### src/rtl/cpu_pkg.sv
// ============================================================================
// Module      : cpu_pkg
// Description : Shared encodings for the CPU controller: FSM states, opcodes,
//               ALU operation selects.
// Revision    : 1.0 - initial release
// ============================================================================
`default_nettype none

package cpu_pkg;

    localparam logic [2:0] c_ST_IDLE   = 3'd0;
    localparam logic [2:0] c_ST_FETCH  = 3'd1;
    localparam logic [2:0] c_ST_DECODE = 3'd2;
    localparam logic [2:0] c_ST_EXEC   = 3'd3;
    localparam logic [2:0] c_ST_WB     = 3'd4;
    localparam logic [2:0] c_ST_HALT   = 3'd5;

    localparam logic [2:0] c_OP_NOP  = 3'b000;
    localparam logic [2:0] c_OP_ADD  = 3'b001;
    localparam logic [2:0] c_OP_SUB  = 3'b010;
    localparam logic [2:0] c_OP_AND  = 3'b011;
    localparam logic [2:0] c_OP_BEQ  = 3'b100;
    localparam logic [2:0] c_OP_LDI  = 3'b101;
    localparam logic [2:0] c_OP_NOP2 = 3'b110;
    localparam logic [2:0] c_OP_HLT  = 3'b111;

    localparam logic [1:0] c_ALU_ADD  = 2'b00;
    localparam logic [1:0] c_ALU_SUB  = 2'b01;
    localparam logic [1:0] c_ALU_AND  = 2'b10;
    localparam logic [1:0] c_ALU_PASS = 2'b11;

endpackage

`default_nettype wire

### src/rtl/ins_decode.sv
// ============================================================================
// Module      : ins_decode
// Description : Combinational decode of the latched instruction word.
// Revision    : 1.0 - initial release
// ============================================================================
`default_nettype none

module ins_decode
    import cpu_pkg::*;
(
    input  logic [15:0] ir,
    output logic [1:0]  alu_op,
    output logic        writes_rf,
    output logic        is_beq,
    output logic        is_hlt
);

    logic [2:0] w_opcode;
    logic       w_unused_bits;

    assign w_opcode = ir[10:8];
    // Upper bits and the immediate/offset field belong to the datapath only.
    assign w_unused_bits = &{1'b0, ir[15:11], ir[7:0]};

    always_comb begin
        alu_op    = c_ALU_ADD;
        writes_rf = 1'b0;
        is_beq    = 1'b0;
        is_hlt    = 1'b0;
        case (w_opcode)
            c_OP_ADD: begin alu_op = c_ALU_ADD;  writes_rf = 1'b1; end
            c_OP_SUB: begin alu_op = c_ALU_SUB;  writes_rf = 1'b1; end
            c_OP_AND: begin alu_op = c_ALU_AND;  writes_rf = 1'b1; end
            c_OP_LDI: begin alu_op = c_ALU_PASS; writes_rf = 1'b1; end
            c_OP_BEQ: is_beq = 1'b1;
            c_OP_HLT: is_hlt = 1'b1;
            default:  ;
        endcase
    end

endmodule

`default_nettype wire

### src/rtl/cpu_ctrl.sv
// ============================================================================
// Module      : cpu_ctrl
// Description : Multi-cycle CPU control FSM (FETCH/DECODE/EXEC/WB) with
//               registered datapath controls and a retired-instruction count.
// Revision    : 1.0 - initial release
// ============================================================================
`default_nettype none

module cpu_ctrl
    import cpu_pkg::*;
(
    input  logic        clk,
    input  logic        rst_n,
    input  logic        run,
    input  logic        single,
    input  logic [15:0] INS,
    input  logic        alu_eq,
    output logic [15:0] IR,
    output logic [1:0]  alu_op,
    output logic        rf_we,
    output logic        pc_tick,
    output logic        jmp_taken,
    output logic        pc_clr,
    output logic        busy,
    output logic        halted,
    output logic [7:0]  retired
);

    logic [2:0]  r_state;
    logic [15:0] r_ir;
    logic [1:0]  r_alu_op;
    logic        r_rf_we;
    logic        r_pc_tick;
    logic        r_taken;
    logic        r_busy;
    logic        r_halted;
    logic [7:0]  r_retired;

    logic [1:0]  w_alu_op;
    logic        w_writes_rf;
    logic        w_is_beq;
    logic        w_is_hlt;

    ins_decode u_ins_decode (
        .ir        (r_ir),
        .alu_op    (w_alu_op),
        .writes_rf (w_writes_rf),
        .is_beq    (w_is_beq),
        .is_hlt    (w_is_hlt)
    );

    // Outputs are set on the edge entering the state they belong to, so each
    // is a flop and matches the state register cycle for cycle.
    always_ff @(posedge clk) begin
        if (!rst_n) begin
            r_state   <= c_ST_IDLE;
            r_ir      <= 16'h0000;
            r_alu_op  <= c_ALU_ADD;
            r_rf_we   <= 1'b0;
            r_pc_tick <= 1'b0;
            r_taken   <= 1'b0;
            r_busy    <= 1'b0;
            r_halted  <= 1'b0;
            r_retired <= 8'd0;
        end else begin
            case (r_state)
                c_ST_IDLE: begin
                    if (run) begin
                        r_state <= c_ST_FETCH;
                        r_busy  <= 1'b1;
                    end
                end
                c_ST_FETCH: begin
                    r_ir    <= INS;
                    r_state <= c_ST_DECODE;
                end
                c_ST_DECODE: begin
                    if (w_is_hlt) begin
                        r_state  <= c_ST_HALT;
                        r_busy   <= 1'b0;
                        r_halted <= 1'b1;
                    end else begin
                        r_state  <= c_ST_EXEC;
                        r_alu_op <= w_alu_op;
                    end
                end
                c_ST_EXEC: begin
                    r_state   <= c_ST_WB;
                    r_taken   <= w_is_beq & alu_eq;
                    r_rf_we   <= w_writes_rf;
                    r_pc_tick <= 1'b1;
                end
                c_ST_WB: begin
                    r_alu_op  <= c_ALU_ADD;
                    r_rf_we   <= 1'b0;
                    r_pc_tick <= 1'b0;
                    r_taken   <= 1'b0;
                    r_retired <= r_retired + 8'd1;
                    if (single || !run) begin
                        r_state <= c_ST_IDLE;
                        r_busy  <= 1'b0;
                    end else begin
                        r_state <= c_ST_FETCH;
                    end
                end
                c_ST_HALT: begin
                    r_state <= c_ST_HALT;
                end
                default: begin
                    r_state  <= c_ST_IDLE;
                    r_busy   <= 1'b0;
                    r_halted <= 1'b0;
                end
            endcase
        end
    end

    assign IR        = r_ir;
    assign alu_op    = r_alu_op;
    assign rf_we     = r_rf_we;
    assign pc_tick   = r_pc_tick;
    assign jmp_taken = r_taken;
    assign busy      = r_busy;
    assign halted    = r_halted;
    assign retired   = r_retired;
    // PC clears on the same edge the controller resets.
    assign pc_clr    = ~rst_n;

endmodule

`default_nettype wire

### config.mk
export PLATFORM = sky130hd
export DESIGN_NAME = cpu_ctrl
export DESIGN_NICKNAME = d
export VERILOG_FILES = /design/src/rtl/cpu_pkg.sv /design/src/rtl/ins_decode.sv /design/src/rtl/cpu_ctrl.sv
export SDC_FILE = /design/constraint.sdc
export NUM_CORES = 1
export LEC_CHECK = 0
export ABC_CLOCK_PERIOD_IN_PS = 4000
export BUFFER_PORTS_ARGS = -buffer_cell sky130_fd_sc_hd__buf_4
export CORE_ASPECT_RATIO = 0.8
export CORE_MARGIN = 5
export CORE_UTILIZATION = 52
export CTS_CLUSTER_DIAMETER = 100
export CTS_CLUSTER_SIZE = 30
export DETAILED_ROUTE_END_ITERATION = 10
export PLACE_DENSITY = 0.83
export SKIP_CTS_REPAIR_TIMING = 1
export SYNTH_ARGS = -nofsm -noshare
export SYNTH_HDL_FRONTEND = slang
export SYNTH_SLANG_ARGS = --single-unit
### constraint.sdc
create_clock -name clk -period 4 [get_ports clk]
set_clock_uncertainty 0.1 [all_clocks]
set_input_delay 0.2 -clock clk [delete_from_list [all_inputs] [get_ports clk]]
set_output_delay 0.2 -clock clk [all_outputs]
set_load 0.01 [all_outputs]
==> results of run 1 <==
registers in the layout, indices dropped and copies added (netlist names):
register   count
IR            16
retired        8
halted         1
alu_op         2
busy           1
pc_tick        1
jmp_taken      1
r_state        3
rf_we          1
cell usage in the layout, fill, tap and decap left out, drive strengths merged, types with 2 or more instances in the layout:
cell and instances:
a21oi 29, buf 52, clkbuf 7, dfxtp 34, dlygate4sd3 3, inv 4
mux2i 2, nand2 38, nand2b 4, nand3 4, nand4 2, nor2 6
nor2b 6, nor3 4, nor3b 3, nor4bb 2, o21ai 4, o31ai 3
or3b 2, or4 3, xor2 2
through the flow:
step	hold WS (ps)	instances	total power, mW	utilization, %	cell area, um^2
floorplan	236	180	0.453	-	1490
global placement	344	258	0.498	67.9	1860
detailed placement	348	258	0.504	67.9	1860
CTS	-0.312	266	0.742	70.6	1940
global route	3.87	269	0.778	71.7	1970
finish	7.01	269	0.740	71.7	1970
synthesized netlist by cell type, types with 3 or more instances:
| master | count |
|---|---|
| a21oi_1 | 29 |
| clkbuf_1 | 7 |
| dfxtp_1 | 34 |
| inv_1 | 4 |
| nand2_1 | 38 |
| nand2b_1 | 4 |
| nand3_1 | 4 |
| nor2_1 | 6 |
| nor2b_1 | 6 |
| nor3_1 | 4 |
| o21ai_0 | 4 |
| o31ai_1 | 3 |
| or4_1 | 3 |
cell families (layout without fill, tap and decap cells):
family | after synthesis | count (layout)
flip-flops | 34 | 34
adder cells (fa/ha/maj) | 1 | 1
buffers and inverters | 16 | 67
XOR/XNOR | 3 | 3
multiplexers | 2 | 2
AO/OA/AOI/OAI | 45 | 45
AND/OR/NAND/NOR | 79 | 79
worst register-to-register path: cells and delay by family, from the launching register on:
kind               cells  cell delay, ps
DFF                    1             660
and+or+nand+nor        2            1020
AOI/OAI and AO/OA      1             170
area by class of cell:
cell class / count / area [um^2]
flip-flops and latches: 34 / 681
repair buffers: 55 / 420
fillers: 228 / 777
clock inverters: 1 / 30.0
well taps: 38 / 47.5
clock buffers: 7 / 45.0
multi-input cells: 130 / 728
inverters: 4 / 15.0
report_power, final:
part           internal, mW  switching (mW)
Sequential            0.357          0.0247
Clock                 0.133           0.109
Combinational        0.0602          0.0567
Total                 0.550           0.190
metal layers:
| layer | part of all wire [%] | up-vias | track usage [%] |
|---|---|---|---|
| met3 | 9.9 | 8 | 8.49 |
| met5 | 0 | - | 0 |
| met1 | 41 | 621 | 19.9 |
| met2 | 48 | 53 | 30.3 |
| met4 | 1.6 | 0 | 6.83 |
| li1 | - | 724 | - |
worst max-delay path by stage:
| stage | from | endpoint | cells past startpoint |
|---|---|---|---|
| after floorplan | r_state[0] | retired[5] | 5 |
| after global placement | r_state[2] | retired[7] | 3 |
| after detailed placement | r_state[0] | IR[5] | 3 |
| after CTS | r_state[0] | IR[5] | 3 |
| after global routing | r_state[0] | IR[1] | 3 |
| final | r_state[0] | IR[3] | 3 |
==> metrics.txt, run 1 <==
worst slew pin tran=~950 ps; Area Growth Syn to Fin=32.4%; slowest CP cell=nor3b_2; register area share after synthesis=45.8%; DP HPWL=around 2.6 mm; Final Slew Violations=0; TNS Setup=0 ps; Die Ht=around 58 um; Final Hold Fails=0; Async SR Flop Fraction=0%; n_diodes=0; Clk pin slew, worst setup/hold paths=100 ps; R2R Path Start=r_state[0]; core area=2740 um^2; Largest stage delay, worst path=roughly 870 ps; FF+latch count, synth=34; max_cap viols=0; XOR/XNOR Fraction of Synth Area=approximately 1.8%; Area contributors post-synth=dfxtp_1 46%, a21oi_1 9.8%, nand2_1 9.6%; CTS tree=done; largest net degree at the start of global routing=30; Mapped Area=between 1000 and 1500 um^2; DRT Pass-1 Iters=4; Buf/Inv on CP=0; initial antenna violation count=0; post-route minimum period=2020 ps; cell family with most CP delay=simple AND/OR/NAND/NOR gates; IO Count=53; Startpoint Class=flop; Max clock buf depth=2; Crit. End Element=flop; Yosys Warn Count=0; H-tree depth=2; FMAX=slightly below 500 MHz; Clock Sinks=34; syn_nets=about 200; total track usage=17.9%; final WL=~3.6 mm; Num CTS Buffers=5; Synth top area share=between 40% and 50%; # setup viols final=0; Final #Nets=approximately 250; crit path kind=flop to flop; wire length per cell=roughly 13 um; DRC Markers=0; Avg Cell Area, Syn=between 8 and 9 um^2; Cell Rows=17; most common flop cell mapped by yosys=dfxtp_1; share of cells above drive strength 1=between 20% and 30%; setup ws final=between 1500 and 2000 ps; critical path required time=4150 ps; simple-gate area share of the yosys netlist=a little over a quarter; Routed Antenna Nets=0; combinational family with the most area after synthesis=simple AND/OR/NAND/NOR gates; hold depth=3; DR vias/cell=around 5.2; Unique masters post-synth=40; Initial DRC Count=79; Die ar.=between 4000 and 5000 um^2; worst relative slew slack=36.2%; Synth Area in Compound Gates=about 18%; Peak VDD IR=about 260 uV; Power Density=376 nW/um^2; multiplexer area fraction after synthesis=under 10%; P_leak=0.827 nW; cells on worst reg2reg path=3; unrepaired setup endpoints after global routing=no; clock latency on the worst-skew pair=330 ps; die width=about 70 um; Mapped Cells=180; GPL Wtd Cong=roughly 0.76; Reg2Reg Setup Slack=just under 2000 ps; worst-path cell chain=nor3b_2, nand2_1, a21oi_1; Post-synth EDFFs=0; Synth area leader=dfxtp_1; Root Buffer Master=clkbuf_4; first-pass GRT wire length=around 5.8 mm; worst hold-check path type=input port to flop; Post-Synth Adder-Cell Area=0.842%; Setup WS pre-CTS=approximately 2000 ps; Initial Util=54.1%; post-route clock period utilization=50.5%; WP data arrival=about 2200 ps; CP max FO=18; reg-to-reg endpoint=IR[3]; Port-buffer cells=between 50 and 60; routed vias=roughly 1,400; status=finished clean; GRT overflow=0; Hold Startpoint=INS[12]; Hold EP=IR[12]; vias in the first global route=1,298
Power figures use the tool's default switching activity.
==> run 2, diff against run 1 <==
ABC_CLOCK_PERIOD_IN_PS = 1900   (was 4000)
CORE_UTILIZATION = 48   (was 52)
PLACE_DENSITY = 0.78   (was 0.83)
clock period = 1.9 ns   (was 4 ns; I/O delays follow)
==> metrics.txt, run 2 (synthesized netlist as in run 1, its figures left out) <==
status=finished clean; Max clock buf depth=2 (unchanged); total track usage=17.1% (-0.83 points); unrepaired setup endpoints after global routing=no; GPL Wtd Cong=0.785 (+3.8%); wire length per cell=13.6 um (+1.4%); largest net degree at the start of global routing=18 (-40%); Initial Util=48.8% (-5.3 points); Clk pin slew, worst setup/hold paths=70 ps (-30 ps); Num CTS Buffers=5 (unchanged); Root Buffer Master=clkbuf_8; first-pass GRT wire length=5.60 mm (-3.8%); routed vias=1,513 (+7.6%); GRT overflow=0 (unchanged); Cell Rows=18 (+1); FMAX=624 MHz (+26%); Min Hold Slack=8.93 ps (+1.92 ps); # setup viols final=0 (unchanged); Port-buffer cells=52 (unchanged); TNS Setup=0 ps (unchanged); Routed Antenna Nets=0 (unchanged); worst-path cell chain=or3b_4, or4_1, a21oi_1; die width=72.2 um (+3.5%); Final #Nets=270 (+7.1%); WP data arrival=1720 ps (-460 ps); DR vias/cell=5.24 (+0.16%); Initial DRC Count=100 (+27%); setup ws final=298 ps (-1680 ps); Setup WS pre-CTS=316 ps (-1720 ps); n_diodes=0 (unchanged); critical path required time=2020 ps (-2130 ps); Final Hold Fails=0 (unchanged); slowest CP cell=or4_1; CP max FO=11 (-7); final WL=3.94 mm (+8.9%); Area Growth Syn to Fin=45.0%; CTS tree=done; Clock Sinks=34 (unchanged); number of flip-flops in the largest register=16 (unchanged); P_leak=0.916 nW (+11%); Largest stage delay, worst path=530 ps (-340 ps); Die ar.=4310 um^2 (+7.0%); worst relative slew slack=71.5% (+35 points); Crit. End Element=flop; fillcell total=250 (+9.6%); post-route minimum period=1600 ps (-419 ps); DP HPWL=2.42 mm (-7.3%); worst slew pin tran=422 ps (-531 ps); crit path kind=flop to flop; vias in the first global route=1,273 (-1.9%); max_cap viols=0 (unchanged); IO Count=53 (unchanged); H-tree depth=2 (unchanged); most frequent cells in the layout=57 x buf_4, 38 x nand2_1, 34 x dfxtp_1; Peak VDD IR=555 uV (+110%); Final Slew Violations=0 (unchanged); DRC Markers=0 (unchanged); initial antenna violation count=0 (unchanged); Power Density=765 nW/um^2 (+100%); worst hold-check path type=input port to flop; DRT Pass-1 Iters=4 (unchanged); Die Ht=59.8 um (+3.4%); post-route clock period utilization=84.3% (+34 points); commonest non-fill, non-tap cell in the layout=buf_4; Startpoint Class=flop; core area=3040 um^2 (+11%); share of cells above drive strength 1=27.3% (+0.47 points); clock latency on the worst-skew pair=290 ps (-40 ps)
[run 2: cell type report]
type	instances	area (um^2)	area share [%]
Sequential cell	34	681	31.6
Timing Repair Buffer	73	588	27.3
Tap cell	40	50.0	2.32
Clock buffer	7	86.3	4.01
Inverter	4	15.0	0.697
Clock inverter	1	5.00	0.232
Multi-Input combinational cell	130	728	33.8
[run 2: final timing paths]
kind,start,endpoint,slack [ps],cells past startpoint
max,r_state[2],retired[7],300,3
min,rst_n,jmp_taken,9,3
max reg2reg,r_state[2],retired[7],300,3
min reg2reg,IR[0],IR[0],360,2
[run 2: power breakdown]
| group | switching (mW) | internal, mW | total, mW |
|---|---|---|---|
| clock network | 0.265 | 0.292 | 0.557 |
| logic | 0.150 | 0.156 | 0.305 |
| registers | 0.0323 | 0.752 | 0.785 |
[run 2: through the flow]
stage                     total power, mW  instances  cell area (um^2)  utilization [%]
after floorplan                     0.953        180              1490                -
after global placement               1.07        265              1900             62.6
after detailed placement             1.07        265              1900             62.6
after CTS                            1.63        273              1990             65.6
after global routing                 1.73        289              2150             70.8
final                                1.65        289              2150             70.8
[run 2: worst max-delay path, delay by kind of cell, from the launching register on]
| family | cells | cell delay [ps] |
|---|---|---|
| AOI/OAI and AO/OA | 1 | 140 |
| DFF | 1 | 320 |
| and+or+nand+nor | 2 | 970 |
[run 2: per-layer routing]
metal	GRT usage [%]	part of all wire [%]
met1	18.9	42
met2	26.6	47
met3	10.4	9.6
met4	7.24	1.4
met5	0	0
